[config.mk]
export PLATFORM = sky130hd
export DESIGN_NAME = counter_updown_mod
export DESIGN_NICKNAME = d
export VERILOG_FILES = /design/src/rtl/counter_pkg.sv /design/src/rtl/counter_next.sv /design/src/rtl/counter_updown_mod.sv
export SDC_FILE = /design/constraint.sdc
export NUM_CORES = 1
export LEC_CHECK = 0
export BUFFER_PORTS_ARGS = -buffer_cell sky130_fd_sc_hd__buf_2
export CORE_AREA = 2 2 72 81
export CTS_BUF_LIST = sky130_fd_sc_hd__clkbuf_16
export DETAILED_ROUTE_END_ITERATION = 6
export DIE_AREA = 0 0 74 83
export PLACE_DENSITY = 0.52
export SLEW_MARGIN = 20
export SYNTH_ARGS = -nofsm -noshare
export SYNTH_HDL_FRONTEND = slang
export SYNTH_SLANG_ARGS = --single-unit
export TNS_END_PERCENT = 100
[constraint.sdc]
create_clock -name clk -period 2 [get_ports clk]
set_clock_uncertainty 0.15 [all_clocks]
set_input_delay 0.4 -clock clk [delete_from_list [all_inputs] [get_ports clk]]
set_output_delay 0.4 -clock clk [all_outputs]
set_load 0.02 [all_outputs]
[src/rtl/counter_pkg.sv]
// Shared constants for the up/down counter: boundary mode and count direction.
// Pure constants; no logic, no latency, no flow control.
package counter_pkg;

  localparam logic MODE_WRAP = 1'b0;
  localparam logic MODE_SAT  = 1'b1;

  localparam logic DIR_UP    = 1'b1;
  localparam logic DIR_DOWN  = 1'b0;

endpackage

[src/rtl/counter_next.sv]
// Next-count and boundary-event logic for one enabled step of the counter.
// Purely combinational (zero latency); no backpressure.
module counter_next
  import counter_pkg::*;
#(
  parameter int WIDTH = 8
) (
  input  logic [WIDTH-1:0] count,
  input  logic [WIDTH-1:0] limit,
  input  logic             updown,
  input  logic             mode,
  output logic [WIDTH-1:0] nxt,
  output logic             up_evt,
  output logic             dn_evt
);

  always_comb begin
    nxt    = count;
    up_evt = 1'b0;
    dn_evt = 1'b0;
    if (updown == DIR_UP) begin
      if (count >= limit) begin
        up_evt = 1'b1;
        nxt    = (mode == MODE_SAT) ? limit : '0;
      end else begin
        nxt = count + WIDTH'(1);
      end
    end else begin
      // Zero is tested first: a count above a lowered limit is never zero.
      if (count == '0) begin
        dn_evt = 1'b1;
        nxt    = (mode == MODE_SAT) ? '0 : limit;
      end else if (count > limit) begin
        nxt = limit;
      end else begin
        nxt = count - WIDTH'(1);
      end
    end
  end

endmodule

[src/rtl/counter_updown_mod.sv]
// Up/down modulo counter with load, wrap/saturate bounds, tc pulse and sticky ovf/unf.
// Latency 1 clk from any input to outputs; no backpressure, every enabled edge steps.
module counter_updown_mod
  import counter_pkg::*;
#(
  parameter int WIDTH    = 8,
  parameter int SATURATE = 0
) (
  input  logic             clk,
  input  logic             reset,
  input  logic             enable,
  input  logic             load,
  input  logic [WIDTH-1:0] data,
  input  logic             updown,
  input  logic [WIDTH-1:0] limit,
  input  logic             clr_flags,
  output logic [WIDTH-1:0] count,
  output logic             tc,
  output logic             ovf,
  output logic             unf
);

  localparam logic MODE = (SATURATE != 0) ? MODE_SAT : MODE_WRAP;

  logic [WIDTH-1:0] nxt;
  logic             up_evt;
  logic             dn_evt;
  logic             step;
  logic [WIDTH-1:0] load_val;

  counter_next #(
    .WIDTH (WIDTH)
  ) u_next (
    .count  (count),
    .limit  (limit),
    .updown (updown),
    .mode   (MODE),
    .nxt    (nxt),
    .up_evt (up_evt),
    .dn_evt (dn_evt)
  );

  assign step     = enable & ~load;
  assign load_val = (data > limit) ? limit : data;

  always_ff @(posedge clk or posedge reset) begin
    if (reset) begin
      count <= '0;
      tc    <= 1'b0;
      ovf   <= 1'b0;
      unf   <= 1'b0;
    end else begin
      if (load) begin
        count <= load_val;
      end else if (enable) begin
        count <= nxt;
      end
      tc  <= step & (up_evt | dn_evt);
      // A new event in the same cycle as clr_flags leaves the flag set.
      ovf <= (ovf & ~clr_flags) | (step & up_evt);
      unf <= (unf & ~clr_flags) | (step & dn_evt);
    end
  end

endmodule

==> impl_metrics.json <==
{
  "synth_area_mm2": 0.00154,
  "ir_drop_uv": 358,
  "synthSimpleGateAreaFrac_pct": 24.8,
  "die-area_mm2": 0.00614,
  "vias": 1607,
  "synth_edf_count": 0,
  "grt-ovfl-total": 0,
  "fill_cells": 506,
  "dieWidth_um": 74,
  "synth_nets": 223,
  "setup_viol": 8,
  "synth_cells": 182,
  "synth_fa_ha_area_share_pct": 15.4,
  "combPwrFrac_pct": 61.1,
  "maxSlewHeadroom_pct": 65.5,
  "drive_gt1_share_pct": 52.6,
  "io_buffers": 32,
  "io_pins": 33,
  "grt_usage_pct": 17.1,
  "period_needed_ns": 2.14,
  "synth_xor_area_share_pct": 3.40,
  "pwr-share-clk_pct": 22.2,
  "sw_frac_of_total_pct": 41.2,
  "grt_setup_unrepaired": "true",
  "layout_setup_ws_ns": -0.139,
  "clock_path_buffers": 2,
  "power.leakage_nw": 1.09,
  "drt-initial-drc-count": 54,
  "cp_max_fo": 5,
  "synthArstFlopShare_pct": 100,
  "gp_congestion": 0.816,
  "totalWireLength_um": 5000,
  "end_kind": "flip-flop",
  "r2r-start": "count[3]",
  "slew_viol_final": 0,
  "num-nets-final": 293,
  "max_freq_mhz": 467,
  "die_h_um": 83,
  "multi_input_area_mm2": 0.00145,
  "syn2layout_area_growth_pct": 60.1,
  "switching_power_uw": 715,
  "seqCellArea_um2": 282,
  "cts_tree": "done",
  "ys.flop_type": "dfrtp_1",
  "critPathLaunchType": "flip-flop",
  "drt_first_pass_iters": 4,
  "r2r-end": "count[2]",
  "core_area_mm2": 0.00529,
  "required_ns": 1.96,
  "grt_pass1_wl_um": 8110,
  "hold_path_class": "in -> async",
  "powerDensity_mw_per_mm2": 702,
  "cts.htree.levels": 1,
  "holdWs_ns": 0.0290,
  "place_hpwl_um": 3760,
  "worstRegToRegCells": 8,
  "drt-met1-wl_um": 2230,
  "worstMarginPinSlew_ns": 0.516,
  "met3_length_um": 154,
  "status": "finished with violations",
  "violations": "setup timing",
  "initial_utilization_pct": 29.2,
  "maxCapViolCount": 0,
  "antenna_found_initial": 0,
  "antennaDiodeCount": 0,
  "cts_buffers": 3,
  "drc": 0,
  "power_frac_seq_pct": 16.7,
  "ys_ff_latch": 11,
  "grt_max_degree": 15,
  "postCtsHoldBufs": 0,
  "grt_pass1_vias": 1681,
  "critPathKind": "reg -> reg",
  "synth.distinct_cells": 50,
  "rrSetupSlack_ns": -0.14,
  "synth_mux_area_share_pct": 9.72,
  "routed-wl-met2_um": 2550,
  "synth_compound_area_share_pct": 22.0,
  "clk_pin_slew_ns": 0.05,
  "routed.top_layer": "met4",
  "cts_root_buffer": "clkbuf_16",
  "timing.final.crit_share_pct": 107,
  "routedWlPerCell_um": 15.3,
  "fin_cells": 326,
  "clk-insertion-delay-late_ns": 0.25,
  "hold_viol": 0,
  "synth_top_family_by_area": "simple AND/OR/NAND/NOR gates",
  "yosys_warnings": 0,
  "rows": 28,
  "internal_power_mw": 1.02,
  "ys_seq_area_share_pct": 17.8,
  "antenna_left": 0,
  "clock_sinks": 11,
  "placedCellCount": 314,
  "worstPathArrival_ns": 2.10,
  "viasPerCell": 4.93,
  "postSynthAreaPerCell_um2": 8.48
}
## state kept, by name, indices dropped and copies added, names as in the netlist
name / flops
unf: 1
tc: 1
count: 8
ovf: 1
## synth_stat cells, drive strengths merged, types with 2 or more instances
| master | n | share of area [%] |
|---|---|---|
| buf | 4 | 1.5 |
| nand4 | 4 | 2.0 |
| dfrtp | 11 | 18 |
| nand2 | 17 | 4.1 |
| ha | 19 | 15 |
| clkbuf | 3 | 0.73 |
| o211ai | 2 | 1.6 |
| a31oi | 3 | 3.2 |
| nor2b | 2 | 0.97 |
| mux2i | 15 | 9.7 |
| o21ai | 6 | 1.9 |
| nand2b | 7 | 2.8 |
| xnor2 | 4 | 2.3 |
| or2 | 2 | 0.81 |
| a211oi | 3 | 1.8 |
| and3 | 2 | 1.1 |
| inv | 19 | 4.6 |
| nor3 | 3 | 0.97 |
| nand3 | 7 | 3.7 |
| xor2 | 2 | 1.1 |
| a21oi | 6 | 2.2 |
| o22ai | 10 | 4.1 |
| a221oi | 3 | 1.7 |
| nor2 | 14 | 4.5 |
## worst max path at each step
stage / cells after the start / end / slack (ns) / startpoint
floorplan: 7 / count[2] / -0.04 / count[0]
global placement: 8 / count[4] / -0.43 / limit[3]
detailed placement: 9 / count[7] / -0.42 / limit[6]
CTS: 8 / count[2] / -0.17 / count[1]
global route: 8 / count[4] / -0.25 / count[3]
finish: 8 / count[2] / -0.14 / count[3]
## per-stage QoR
| step | setup slack [ns] | cell area [µm²] | power (mW) | setup TNS, ns | util [%] |
|---|---|---|---|---|---|
| floorplan | -0.0407 | 1590 | 0.830 | -0.252 | - |
| global placement | -0.428 | 2050 | 1.13 | -3.57 | 38.7 |
| detailed placement | -0.419 | 2050 | 1.14 | -3.56 | 38.7 |
| CTS | -0.175 | 2410 | 1.68 | -1.18 | 45.6 |
| global route | -0.247 | 2470 | 1.84 | -1.85 | 46.7 |
| finish | -0.139 | 2470 | 1.74 | -0.836 | 46.7 |
## area by class of cell
class,count,area share [%]
clock buffer,3,3.04
clock inverter,1,0.202
inverter,19,2.99
multi-input combinational,145,58.5
sequential,11,11.4
tap,75,3.80
timing repair buffer,72,20.1
## repair_timing
item                       4_1_cts  5_1_grt
pin swaps                       14       16
cloned                           1        0
resized for setup               29       14
setup endpoints to repair       10       10
buffers inserted                 9        0
## power by group through the flow
stage | Clock, mW | Combinational [mW] | Sequential (mW)
2_1_floorplan | 0 | 0.479 | 0.351
3_3_place_gp | 0 | 0.847 | 0.286
3_5_place_dp | 0 | 0.852 | 0.285
4_1_cts | 0.389 | 1.01 | 0.287
5_1_grt | 0.397 | 1.15 | 0.294
6_report | 0.385 | 1.06 | 0.289
## critical path, stage by stage, from the launching register on
cell      delay (ns)
dfrtp_1         0.42
ha_4            0.29
nand4_1         0.19
a31oi_4         0.27
buf_12          0.15
nor3b_4         0.04
buf_4           0.14
a221oi_4        0.23
o22ai_2         0.12
## per-layer routing
metal / up-vias / track usage, %
met2: 31 / 29.3
met1: 763 / 22.1
met5: - / 0
li1: 807 / -
met4: 0 / 4.13
met3: 6 / 2.18
## cell usage in the layout (no fill, tap or decap), types with 2 or more instances in the layout
| master | synthesis | routed |
|---|---|---|
| nand3_2 | 2 | 2 |
| buf_12 | 0 | 2 |
| a31oi_4 | 2 | 2 |
| buf_4 | 1 | 35 |
| xnor2_1 | 4 | 4 |
| nor3_1 | 3 | 2 |
| inv_2 | 0 | 3 |
| nand2b_1 | 7 | 7 |
| a21oi_1 | 5 | 3 |
| a221oi_4 | 0 | 3 |
| ha_4 | 0 | 6 |
| mux2i_1 | 15 | 13 |
| ha_1 | 19 | 13 |
| nor2_1 | 13 | 11 |
| nand4_1 | 3 | 3 |
| o22ai_1 | 10 | 8 |
| inv_1 | 19 | 15 |
| o21ai_1 | 3 | 3 |
| mux2i_2 | 0 | 2 |
| buf_2 | 3 | 32 |
| dfrtp_1 | 11 | 6 |
| xor2_1 | 2 | 2 |
| nand2_1 | 17 | 15 |
| nand3_1 | 4 | 4 |
| dfrtp_2 | 0 | 5 |
| a21oi_2 | 1 | 3 |
| clkbuf_16 | 0 | 3 |
| nand2_2 | 0 | 2 |
| o21ai_2 | 0 | 2 |
| a211oi_4 | 0 | 2 |
| buf_6 | 0 | 3 |
## cells by family (layout without fill, tap and decap cells)
group,after synthesis,count (layout)
flops,11,11
mux,15,15
compound gates,43,43
xor+xnor,6,6
fa+ha+maj,19,19
buf+inv,26,95
simple gates,62,62
Power figures use the tool's default switching activity.
